**config.mk**
```make
export PLATFORM = sky130hd
export DESIGN_NAME = dmem_arbiter_flat
export DESIGN_NICKNAME = d
export VERILOG_FILES = /design/src/rtl/dmem_arb_pkg.sv /design/src/rtl/dmem_arbiter_if.sv /design/src/rtl/dmem_arb_rr.sv /design/src/rtl/dmem_arbiter.sv /design/src/flat_wrapper.sv
export SDC_FILE = /design/constraint.sdc
export NUM_CORES = 1
export LEC_CHECK = 0
export ABC_AREA = 1
export CAP_MARGIN = 30
export CORE_AREA = 2 2 119 121
export CTS_CLUSTER_DIAMETER = 30
export DETAILED_ROUTE_END_ITERATION = 10
export DIE_AREA = 0 0 121 123
export GPL_TIMING_DRIVEN = 0
export PLACE_DENSITY = 0.72
export SKIP_LAST_GASP = 1
export SYNTH_ARGS = -nofsm -noshare
export SYNTH_HDL_FRONTEND = slang
export SYNTH_SLANG_ARGS = --single-unit
```
**constraint.sdc**
```tcl
create_clock -name clk -period 2.52 [get_ports clk]
set_clock_uncertainty 0.1 [all_clocks]
set_input_delay 0.756 -clock clk [delete_from_list [all_inputs] [get_ports clk]]
set_output_delay 0.756 -clock clk [all_outputs]
set_load 0.05 [all_outputs]
```
**src/rtl/dmem_arb_pkg.sv**
```systemverilog
// Shared definitions for the data-memory arbiter.
//   arb_state_e : lock ownership state (IDLE, OWN0, OWN1)
//   M0 / M1     : master index constants used for grant/valid vectors
package dmem_arb_pkg;

  typedef enum logic [1:0] {
    IDLE = 2'd0,
    OWN0 = 2'd1,
    OWN1 = 2'd2
  } arb_state_e;

  localparam int M0 = 0;
  localparam int M1 = 1;

endpackage

```
**src/rtl/dmem_arbiter_if.sv**
```systemverilog
// One requester port of the data-memory arbiter.
//   req/addr/wdata/we/lock : request side, driven by the master
//   gnt                    : access issued this cycle
//   rvalid/rdata           : registered read return, cycle after a read grant
// modport master : seen from the requester
// modport slave  : seen from the arbiter
interface dmem_arbiter_if;
  logic        req;
  logic [31:0] addr;
  logic [31:0] wdata;
  logic [3:0]  we;
  logic        lock;
  logic        gnt;
  logic        rvalid;
  logic [31:0] rdata;

  modport master (output req, addr, wdata, we, lock,
                  input  gnt, rvalid, rdata);
  modport slave  (input  req, addr, wdata, we, lock,
                  output gnt, rvalid, rdata);
endinterface

```
**src/rtl/dmem_arb_rr.sv**
```systemverilog
// Combinational round-robin grant with lock ownership.
//   req   : request vector, bit index = master
//   state : current lock owner (IDLE, OWN0, OWN1)
//   last  : index of the most recently granted master
//   gnt   : one-hot grant vector (or zero)
module dmem_arb_rr
  import dmem_arb_pkg::*;
(
  input  logic [1:0] req,
  input  arb_state_e state,
  input  logic       last,
  output logic [1:0] gnt
);

  always_comb begin
    gnt = 2'b00;
    if (state == OWN0 && req[M0]) begin
      gnt[M0] = 1'b1;
    end else if (state == OWN1 && req[M1]) begin
      gnt[M1] = 1'b1;
    end else if (req[M0] && req[M1]) begin
      // tie goes to whichever master was not served last
      if (last) gnt[M0] = 1'b1;
      else      gnt[M1] = 1'b1;
    end else begin
      gnt = req;
    end
  end

endmodule

```
**src/rtl/dmem_arbiter.sv**
```systemverilog
// Two-master arbiter for the single-port 16 KB data memory.
//   clk, reset      : clock, synchronous active-high reset
//   m0, m1          : requester ports (CPU load/store, DMA/debug loader)
//   daddr/dwdata/dwe: access issued to the memory this cycle
//   drdata          : asynchronous read data from the memory
//
//   state | meaning
//   IDLE  | no lock owner, round-robin between requesters
//   OWN0  | m0 holds the lock and wins while it requests
//   OWN1  | m1 holds the lock and wins while it requests
module dmem_arbiter
  import dmem_arb_pkg::*;
#(
  parameter int MAX_LOCK  = 8,
  parameter bit LAST_INIT = 1'b1
) (
  input  logic              clk,
  input  logic              reset,
  dmem_arbiter_if.slave     m0,
  dmem_arbiter_if.slave     m1,
  output logic [31:0]       daddr,
  output logic [31:0]       dwdata,
  output logic [3:0]        dwe,
  input  logic [31:0]       drdata
);

  localparam logic [8:0] MAX_LOCK_W = 9'(MAX_LOCK);

  arb_state_e  state_q, state_d;
  logic        last_q, last_d;
  logic [7:0]  lock_cnt_q, lock_cnt_d;
  logic [1:0]  rvalid_q, rvalid_d;
  logic [31:0] rdata0_q, rdata0_d;
  logic [31:0] rdata1_q, rdata1_d;

  logic [1:0]  req, gnt_raw, gnt;
  logic        win, win_lock, same_owner;
  logic [8:0]  run_len;

  assign req = {m1.req, m0.req};

  dmem_arb_rr u_rr (
    .req   (req),
    .state (state_q),
    .last  (last_q),
    .gnt   (gnt_raw)
  );

  assign gnt    = reset ? 2'b00 : gnt_raw;
  assign m0.gnt = gnt[M0];
  assign m1.gnt = gnt[M1];

  always_comb begin
    daddr  = '0;
    dwdata = '0;
    dwe    = '0;
    if (gnt[M0]) begin
      daddr  = m0.addr;
      dwdata = m0.wdata;
      dwe    = m0.we;
    end else if (gnt[M1]) begin
      daddr  = m1.addr;
      dwdata = m1.wdata;
      dwe    = m1.we;
    end
  end

  always_comb begin
    state_d    = state_q;
    last_d     = last_q;
    lock_cnt_d = lock_cnt_q;
    win        = gnt[M1];
    win_lock   = win ? m1.lock : m0.lock;
    same_owner = (state_q == OWN0 && !win) || (state_q == OWN1 && win);
    // a grant that continues the current owner's run extends it, any other starts at 1
    run_len    = same_owner ? {1'b0, lock_cnt_q} + 9'd1 : 9'd1;
    if (gnt == 2'b00) begin
      state_d    = IDLE;
      lock_cnt_d = '0;
    end else begin
      last_d = win;
      if (win_lock && run_len < MAX_LOCK_W) begin
        state_d    = win ? OWN1 : OWN0;
        lock_cnt_d = run_len[7:0];
      end else begin
        state_d    = IDLE;
        lock_cnt_d = '0;
      end
    end
  end

  always_comb begin
    rvalid_d = 2'b00;
    rdata0_d = rdata0_q;
    rdata1_d = rdata1_q;
    if (gnt[M0] && m0.we == 4'b0000) begin
      rvalid_d[M0] = 1'b1;
      rdata0_d     = drdata;
    end
    if (gnt[M1] && m1.we == 4'b0000) begin
      rvalid_d[M1] = 1'b1;
      rdata1_d     = drdata;
    end
  end

  always_ff @(posedge clk) begin
    if (reset) begin
      state_q    <= IDLE;
      last_q     <= LAST_INIT;
      lock_cnt_q <= '0;
      rvalid_q   <= '0;
      rdata0_q   <= '0;
      rdata1_q   <= '0;
    end else begin
      state_q    <= state_d;
      last_q     <= last_d;
      lock_cnt_q <= lock_cnt_d;
      rvalid_q   <= rvalid_d;
      rdata0_q   <= rdata0_d;
      rdata1_q   <= rdata1_d;
    end
  end

  assign m0.rvalid = rvalid_q[M0];
  assign m1.rvalid = rvalid_q[M1];
  assign m0.rdata  = rdata0_q;
  assign m1.rdata  = rdata1_q;

endmodule
```
**src/flat_wrapper.sv**
```systemverilog
// flat-port wrapper written by rule: the top's interface ports become plain ports
module dmem_arbiter_flat import dmem_arb_pkg::*;
#(
  parameter int MAX_LOCK  = 8,
  parameter bit LAST_INIT = 1'b1
)
  (clk, reset, daddr, dwdata, dwe, drdata, m0_req, m0_addr, m0_wdata, m0_we, m0_lock, m0_gnt, m0_rvalid, m0_rdata, m1_req, m1_addr, m1_wdata, m1_we, m1_lock, m1_gnt, m1_rvalid, m1_rdata);
  dmem_arbiter_if m0_i ();
  dmem_arbiter_if m1_i ();
  input  logic clk;
  input  logic reset;
  output logic [31:0] daddr;
  output logic [31:0] dwdata;
  output logic [3:0] dwe;
  input  logic [31:0] drdata;
  input wire logic [$bits(m0_i.req)-1:0] m0_req;
  input wire logic [$bits(m0_i.addr)-1:0] m0_addr;
  input wire logic [$bits(m0_i.wdata)-1:0] m0_wdata;
  input wire logic [$bits(m0_i.we)-1:0] m0_we;
  input wire logic [$bits(m0_i.lock)-1:0] m0_lock;
  output wire logic [$bits(m0_i.gnt)-1:0] m0_gnt;
  output wire logic [$bits(m0_i.rvalid)-1:0] m0_rvalid;
  output wire logic [$bits(m0_i.rdata)-1:0] m0_rdata;
  input wire logic [$bits(m1_i.req)-1:0] m1_req;
  input wire logic [$bits(m1_i.addr)-1:0] m1_addr;
  input wire logic [$bits(m1_i.wdata)-1:0] m1_wdata;
  input wire logic [$bits(m1_i.we)-1:0] m1_we;
  input wire logic [$bits(m1_i.lock)-1:0] m1_lock;
  output wire logic [$bits(m1_i.gnt)-1:0] m1_gnt;
  output wire logic [$bits(m1_i.rvalid)-1:0] m1_rvalid;
  output wire logic [$bits(m1_i.rdata)-1:0] m1_rdata;
  assign m0_i.req = m0_req;
  assign m0_i.addr = m0_addr;
  assign m0_i.wdata = m0_wdata;
  assign m0_i.we = m0_we;
  assign m0_i.lock = m0_lock;
  assign m0_gnt = m0_i.gnt;
  assign m0_rvalid = m0_i.rvalid;
  assign m0_rdata = m0_i.rdata;
  assign m1_i.req = m1_req;
  assign m1_i.addr = m1_addr;
  assign m1_i.wdata = m1_wdata;
  assign m1_i.we = m1_we;
  assign m1_i.lock = m1_lock;
  assign m1_gnt = m1_i.gnt;
  assign m1_rvalid = m1_i.rvalid;
  assign m1_rdata = m1_i.rdata;
  dmem_arbiter #(.MAX_LOCK(MAX_LOCK), .LAST_INIT(LAST_INIT)) u_core (.clk(clk), .reset(reset), .m0(m0_i), .m1(m1_i), .daddr(daddr), .dwdata(dwdata), .dwe(dwe), .drdata(drdata));
endmodule
```
# After elaboration in Yosys (flattened, before gate mapping)
# Cells that the tools add are included.
[totals] wordCells=44 inputBits=174 out_inout_bits=136 reg_bits=77
[classes] mux=19 order_cmp=1 addsub=1 n_reduce_logical=14 eq_ne=2 bitwise=1
[ops] cell="$mux 32" n=4
[ops] cell="$add 8x1->9 const B" n=1
[ops] cell="$lt 9x4->1 const B" n=1
[ops] cell="$mux 1" n=9
[ops] cell="$mux 9" n=1
[ops] cell="$logic_and 1x1->1" n=8
[ops] cell="$logic_not 4->1" n=2
[ops] cell="$mux 4" n=2
[ops] cell="$mux 2" n=3
[ops] cell="$reduce_or 3->1" n=1
[ops] cell="$eq 2x1->1 const B" n=1
[ops] cell="$eq 2x2->1 const B" n=1
[ops] cell="$logic_not 2->1" n=1
[ops] cell="$logic_not 1->1" n=1
[ops] cell="$logic_or 1x1->1" n=1
[ops] cell="$not 1->1" n=1

# Depth between registers and ports, before layout
# Gate-level depths: netlist of run 1.
[depth] ltp_word=13 depth_mapped=12 ltp_nobuf=12

# Hierarchy
# A second synthesis of run 1 with hierarchy kept.
[hier_totals] hier_cells=579 area_unflattened_um2=3726.1
[by_module_without_submodules] module="dmem_arbiter" n_inst=1 area_each_um2=3674.8 cells_each=567
[by_module_without_submodules] module="dmem_arb_rr" n_inst=1 area_each_um2=51.3 cells_each=12

# Least setup slack after synthesis of run 1
# No wires, ideal clock.
[synth_path] path_type="input port to output port" start="in m0_req" end="out dwe[0]" t_arrival_ns=2.145 t_required_ns=1.664 stages=6 path_buffers=0 setup_slack_ns=-0.481 cell_sequence="nand2_1 -> inv_1 -> nand2_1 -> nand3_1 -> nand2_2 -> o21ai_0"
[synth_via] elab_chain_len=7
[synth_lines] item="start: declaration" line_no="flat_wrapper.sv:16" text="input wire logic [$bits(m0_i.req)-1:0] m0_req;"
[synth_lines] item="$logic_and 1x1->1" line_no="dmem_arb_rr.sv:21" text="end else if (req[M0] && req[M1]) begin"
[synth_lines] item="$mux 2" line_no="dmem_arb_rr.sv:21"
[synth_lines] item="$mux 1" line_no="dmem_arb_rr.sv:19" text="end else if (state == OWN1 && req[M1]) begin"
[synth_lines] item="$mux 1" line_no="dmem_arb_rr.sv:17" text="if (state == OWN0 && req[M0]) begin"
[synth_lines] item="$mux 2 (*)" line_no="dmem_arbiter.sv:49" text="assign gnt = reset ? 2'b00 : gnt_raw;"
[synth_lines] item="$mux 4" line_no="dmem_arbiter.sv:61" text="end else if (gnt[M1]) begin"
[synth_lines] item="$mux 4 (*)" line_no="dmem_arbiter.sv:57" text="if (gnt[M0]) begin"
[synth_lines] item="end: declaration" line_no="flat_wrapper.sv:14" text="output logic [3:0] dwe;"
# Every way passes the cells marked *; elsewhere a longest branch is shown, timed or not.

# Worst setup path in the final report of run 1
[layout_path] start="in m0_req" end="out daddr[1]"
[layout_via] elab_chain_len=7
[layout_lines] item="$logic_and 1x1->1" line_no="dmem_arb_rr.sv:21"
[layout_lines] item="$mux 2" line_no="dmem_arb_rr.sv:21"
[layout_lines] item="$mux 1" line_no="dmem_arb_rr.sv:19"
[layout_lines] item="$mux 1" line_no="dmem_arb_rr.sv:17"
[layout_lines] item="$mux 2 (*)" line_no="dmem_arbiter.sv:49"
[layout_lines] item="$mux 32" line_no="dmem_arbiter.sv:61"
[layout_lines] item="$mux 32 (*)" line_no="dmem_arbiter.sv:57"
[layout_lines] item="end: declaration" line_no="flat_wrapper.sv:12" text="output logic [31:0] daddr;"
# Marked as above.

==> out/results.ini, run 1 <==
[grt]
grt_max_degree=13
track_usage=0.2197
grt_pass1_wl_um=25180
grt_remaining_overflow=0
antenna_found_initial=3
grt_pass1_vias=4742

[cts]
cts_max_path_buffers=2
cts-root-buf=clkbuf_16
tritoncts=done
clock_latency_ns=0.32
cts.sinks=77
cts_buffers=9
clk_pin_slew_ns=0.06
cts-htree-levels=3

[sta]
tightest_slew_ns=0.5513
rsz0062_at_grt=true
setup-tns-final_ns=-14.68
fmax_mhz=354.7
max_slew_margin=0.6313
final.period_utilization=1.119
setup_ws_ns=-0.2997
final_hold_viol_count=0
maxSlewViolCount=0
whs_ns=0.3638
setup_viol=69
final.min_clock_period_ns=2.820

[cells_and_area]
nets=977
final_cell_mix=236 x clkdlybuf4s50_1, 153 x nand2_1, 77 x dfxtp_1, 61 x buf_6, 52 x a22o_4
drive_gt1_frac=0.2763
fin_util=0.6072
fin_cells=989
final_area_um2=8265
areaGrowthSynthToFinish_pct=129.2
final_common_cell=clkdlybuf4s50_1

[power_and_ir_drop]
power_density_nw_per_um2=488.0
ir_drop_mv=0.4208
leakage_nw=3.559

[flow_run]
maxCapViolCount=0

[floorplan]
ioPinCount=310
num_rows=43
core_um2=13610
die_h_um=123
die_area_um2=14880
initial_core_util=0.2649
die_w_um=121

[yosys]
synthCells=464
ys_ff_latch=77
ys_async_sr_fraction=0
synth_edf_count=0
synth.yosys.warnings=0
synth.distinct_cells=31
seq_area_frac_synth=0.4275
syn_area_per_cell_um2=7.771
synth_flop_cell=dfxtp_1
synthesis.area_um2=3606

[critical_path]
crit_path_start_kind=input pin
criticalPathCategory=in -> out
worstSetupEndpointType=primary output
worstPathRequired_ns=1.66
arrival_ns=1.96
crit_fanout=6

[detailed_routing]
ant_nets=0
drcViolationCount=0
dr.pass1.iters=4
drt-wirelength-per-cell_um=17.61
wirelength_um=17420
vias=4650
vias_per_cell=4.702
drt_iter0_drc=153

[placement]
place_area_um2=7446
port-buffer-count=308
gp_congestion=0.8705
dpl.cell_count=956
dp_hpwl_um=14170

[hold_path]
hp-class=reg -> reg

[run_status]
status=finished with violations
violations=negative setup slack

-- synthesized netlist by cell type (2+ instances only) --
master | n | share of area
buf_1 | 3 | 0.0031
o21ai_0 | 3 | 0.0042
dfxtp_1 | 77 | 0.43
buf_6 | 6 | 0.019
buf_4 | 5 | 0.010
nand2_2 | 5 | 0.0087
nand3_1 | 42 | 0.058
nand2_1 | 158 | 0.16
nand2_4 | 2 | 0.0062
inv_2 | 5 | 0.0052
nor2_4 | 2 | 0.0062
a22o_1 | 65 | 0.16
buf_2 | 14 | 0.019
nand4_1 | 3 | 0.0052
clkbuf_1 | 5 | 0.0052
nor2_1 | 7 | 0.0073
a21oi_1 | 33 | 0.046
inv_1 | 16 | 0.017
-- per-layer routing --
metal / vias up / GRT usage / part of all wire
met5: - / 0 / 0.00075
met4: 2 / 0.09084 / 0.030
met3: 34 / 0.08672 / 0.092
met2: 197 / 0.4031 / 0.53
met1: 2161 / 0.2216 / 0.35
li1: 2256 / - / -
-- power by group --
group | switching, mW | internal (mW)
clock network | 0.464 | 0.846
registers | 0.0157 | 1.24
logic | 0.756 | 0.714
total | 1.23 | 2.80
-- layout make-up --
type                       instances  area [µm²]
fill                            1165        5346
buffer                            32       319.1
inverter                          24       116.4
timing repair buffer             323        3428
clock inverter                     3       42.54
timing repair inverter             1       6.256
sequential                        77        1541
tap                              180       225.2
clock buffer                      13       270.3
antenna                            2       5.005
multi-input combinational        334        2311
-- path summary, 6_finish.rpt --
| kind | from | to | slack, ns | cells past startpoint |
|---|---|---|---|---|
| setup / recovery | m0_req | daddr[1] | -0.30 | 12 |
| hold / removal | u_core.m0.rdata[21] | u_core.m0.rdata[21] | 0.36 | 2 |
| setup reg to reg | u_core.state_q[0] | u_core.m0.rdata[26] | 0.65 | 12 |
| hold reg to reg | u_core.m0.rdata[21] | u_core.m0.rdata[21] | 0.36 | 2 |
-- state kept, by name (all words and copies together) (netlist names) --
register	count
u_core.lock_cnt_q	8
u_core.last_q	1
u_core.m0.rdata	32
u_core.m1.rdata	32
u_core.state_q	2
u_core.rvalid_q	2
-- critical path: stages --
cell and delay, ns:
buf_8 0.11, nand2_8 0.06, inv_2 0.03, nand2_2 0.04, nand3_2 0.09, nand2_4 0.11
inv_6 0.04, buf_12 0.14, buf_6 0.12, buf_6 0.11, a22o_4 0.22, buf_8 0.15
-- kinds of logic (layout without fill, tap and decap cells) --
family	Yosys count	in the layout	synth area share
flops	77	77	0.4275
buf+inv	57	396	0.08432
other cells	1	7	0.001040
fa+ha+maj	1	1	0.003469
xor+xnor	2	2	0.004859
compound gates	102	102	0.2099
simple gates	224	224	0.2689
-- per-stage QoR --
| step | power, mW | worst slack (ns) |
|---|---|---|
| 2_1_floorplan | 2.008 | -0.05843 |
| 6_report | 4.034 | -0.2997 |
| 3_3_place_gp | 2.573 | -1.499 |
| 4_1_cts | 4.038 | -0.3107 |
| 5_1_grt | 4.182 | -0.3384 |
| 3_5_place_dp | 2.585 | -1.535 |
-- what timing repair did --
| action | in CTS | in global routing |
|---|---|---|
| pin swaps | 8 | 4 |
| cloned | 2 | 3 |
| setup buffers | 9 | 2 |
| setup endpoints to repair | 70 | 70 |
| hold buffers | 0 | 0 |
| resized for setup | 549 | 12 |
Note: power is estimated with default switching activity, not from simulation.
==> run 2: changes to the inputs <==
--- a/config.mk
+++ b/config.mk
@@ -7,12 +7,13 @@
 export LEC_CHECK = 0
 export ABC_AREA = 1
 export CAP_MARGIN = 30
-export CORE_AREA = 2 2 119 121
+export CORE_AREA = 2 2 120 122
 export CTS_CLUSTER_DIAMETER = 30
 export DETAILED_ROUTE_END_ITERATION = 10
-export DIE_AREA = 0 0 121 123
+export DIE_AREA = 0 0 122 124
+export DONT_BUFFER_PORTS = 1
 export GPL_TIMING_DRIVEN = 0
-export PLACE_DENSITY = 0.72
+export PLACE_DENSITY = 0.42
 export SKIP_LAST_GASP = 1
 export SYNTH_ARGS = -nofsm -noshare
 export SYNTH_HDL_FRONTEND = slang
==> run 2 against run 1 <==
  * Final area fell by 36%
  * First-iteration DRC count is 27% lower
  * Critical path type unchanged
  * Worst hold slack gained 0.044 ns
  * Sequential share of layout area grew 11 points
  * Power is 13% lower
  * Register-to-register slack better by 0.05 ns
  * Fmax is 8.8% higher
  * Largest cell class is now multi-input combinational cells
  * Critical endpoint is now dwdata[1]
  * The flow still finishes with violations (negative setup slack)
  * Non-clock buffer count down 304
  * Die area up 1.6%
  * Clock power barely moved
==> out/results.ini, run 2 (synthesized netlist as in run 1, its figures left out) <==
[run_status]
status=finished with violations
violations=negative setup slack

[detailed_routing]
drcViolationCount=0
wirelength_um=15140
vias=3366
drt-wirelength-per-cell_um=22.20
met2_length_um=7857
wl_met3_um=1772
ant_nets=0
top_layer_used=met4
drt_iter0_drc=112
dr.pass1.iters=4
wl_met1_um=5334
vias_per_cell=4.935

[cells_and_area]
nets=672
drive_gt1_frac=0.3167
antenna_cells=0
final_common_cell=nand2_1
areaGrowthSynthToFinish_pct=46.74
final_cell_mix=153 x nand2_1, 74 x dfxtp_1, 64 x a22o_4, 41 x nand3_1, 33 x a21oi_1

[floorplan]
initial_core_util=0.2628
die_area_um2=15130
core_um2=13720
die_w_um=122
ioPinCount=310
num_rows=43
die_h_um=124

[power_and_ir_drop]
ir_drop_mv=0.4723
p_comb_frac=0.260
p_int_mw=2.358
netSwitchingFraction=0.3264
power_density_nw_per_um2=661.5
seqPwrFrac=0.371
power_frac_clock=0.370
p_sw_mw=1.142
p_total_mw=3.500
leakage_nw=2.322

[sta]
maxSlewViolCount=0
setup_ws_ns=-0.07254
whs_ns=0.4076
max_slew_margin=0.6151
final.period_utilization=1.029
setup_viol=58
rsz0062_at_grt=true
tightest_slew_ns=0.5766
final_hold_viol_count=0
fmax_mhz=385.7
final.min_clock_period_ns=2.593

[critical_path]
critPathLaunch=m0_req
rrSetupSlack_ns=0.70
worstPathRequired_ns=1.66
crit_path_start_kind=input pin
crit_path_cell_trace=nand3_4 > nand2_4 > inv_4 > nand2_4 > inv_8 > buf_12 > clkbuf_16 > a22o_4
cp.depth=8
crit_fanout=7
critPathTopFamily=buffers and inverters
crit_buf_inv=4
worstSetupEndpointType=primary output
r2r-start=u_core.state_q[1]
arrival_ns=1.74
cp-endpoint=dwdata[1]
criticalPathCategory=in -> out
cpPeakStageDelay_ns=0.32
crit_slowest_cell=a22o_4
crit_top_cell=nand2_4
ff2ff_path_depth=13
timing.rr.end=u_core.m1.rdata[11]

[grt]
grt_pass1_vias=3232
grt_max_degree=14
grt_pass1_wl_um=20410
track_usage=0.1848
grt_remaining_overflow=0
antenna_found_initial=0

[cts]
clock_latency_ns=0.33
clk_pin_slew_ns=0.06
tritoncts=done
cts_buffers=9
cts-htree-levels=3
cts-root-buf=clkbuf_16
cts.sinks=77
ctsHoldBuffers=0
cts_max_path_buffers=2

[placement]
port-buffer-count=0
gp_congestion=0.9079
post-place-ws_ns=-0.2975
dp_hpwl_um=12170

[hold_path]
hp-class=reg -> reg

[flow_run]
maxCapViolCount=0

[run 2: changes by cell type in the layout (fill, tap and decap cells not counted), moves of 3 or more]
cell and delta:
dfxtp_1 -3, buf_6 -56, buf_8 -23, buf_12 +9, clkdlybuf4s50_1 -236, clkbuf_8 -3
a22o_2 -12, a22o_4 +12
[run 2: power by group through the flow]
stage	clock [mW]	sequential [mW]	combinational, mW
final	1.29	1.30	0.909
after CTS	1.34	1.30	0.892
after floorplan	0	1.32	0.691
after global routing	1.39	1.30	0.944
after global placement	0	1.32	0.765
after detailed placement	0	1.32	0.765
[run 2: layout make-up]
cell class | count | area [µm²]
Clock buffer | 11 | 242.7
Inverter | 24 | 123.9
Multi-Input combinational cell | 334 | 2426
Clock inverter | 5 | 60.06
Timing Repair Buffer | 19 | 300.3
Sequential cell | 77 | 1548
Tap cell | 180 | 225.2
Fill cell | 1375 | 8428
Buffer | 32 | 365.4
[run 2: worst min-delay path by stage]
stage          cells after the start                  from                   end  slack, ns
3_3_place_gp                       2  u_core.lock_cnt_q[2]  u_core.lock_cnt_q[2]       0.48
3_5_place_dp                       2  u_core.lock_cnt_q[2]  u_core.lock_cnt_q[2]       0.49
2_1_floorplan                      2  u_core.lock_cnt_q[2]  u_core.lock_cnt_q[2]       0.45
5_1_grt                            2            drdata[27]   u_core.m0.rdata[27]       0.42
6_report                           2         u_core.last_q         u_core.last_q       0.41
4_1_cts                            2            drdata[27]   u_core.m0.rdata[27]       0.42
[run 2: per-stage QoR]
step	instance area, µm²	cells	TNS, ns	utilization
finish	5291	682	-2.807	0.3857
global route	5291	682	-5.043	0.3857
CTS	5186	678	-2.806	0.3780
detailed placement	4363	648	-16.47	0.3180
global placement	4363	648	-15.11	0.3180
floorplan	4138	468	-2.955	-
[run 2: timing repair]
item / CTS / global route
resized for setup: 65 / 9
gates cloned: 3 / 3
pin swaps: 15 / 12
endpoints found under the setup margin: 68 / 66
setup buffers: 11 / 2
[run 2: worst min-delay path, stage by stage, from the launching register on]
cell and delay, ns:
dfxtp_4 0.37, a21oi_1 0.07, nand2_1 0.04
[run 2: routing by layer]
| metal | vias to the layer above | global-route usage |
|---|---|---|
| li1 | 1641 | - |
| met1 | 1553 | 0.1947 |
| met2 | 159 | 0.3314 |
| met3 | 13 | 0.09158 |
| met4 | 0 | 0.04239 |
| met5 | - | 0 |
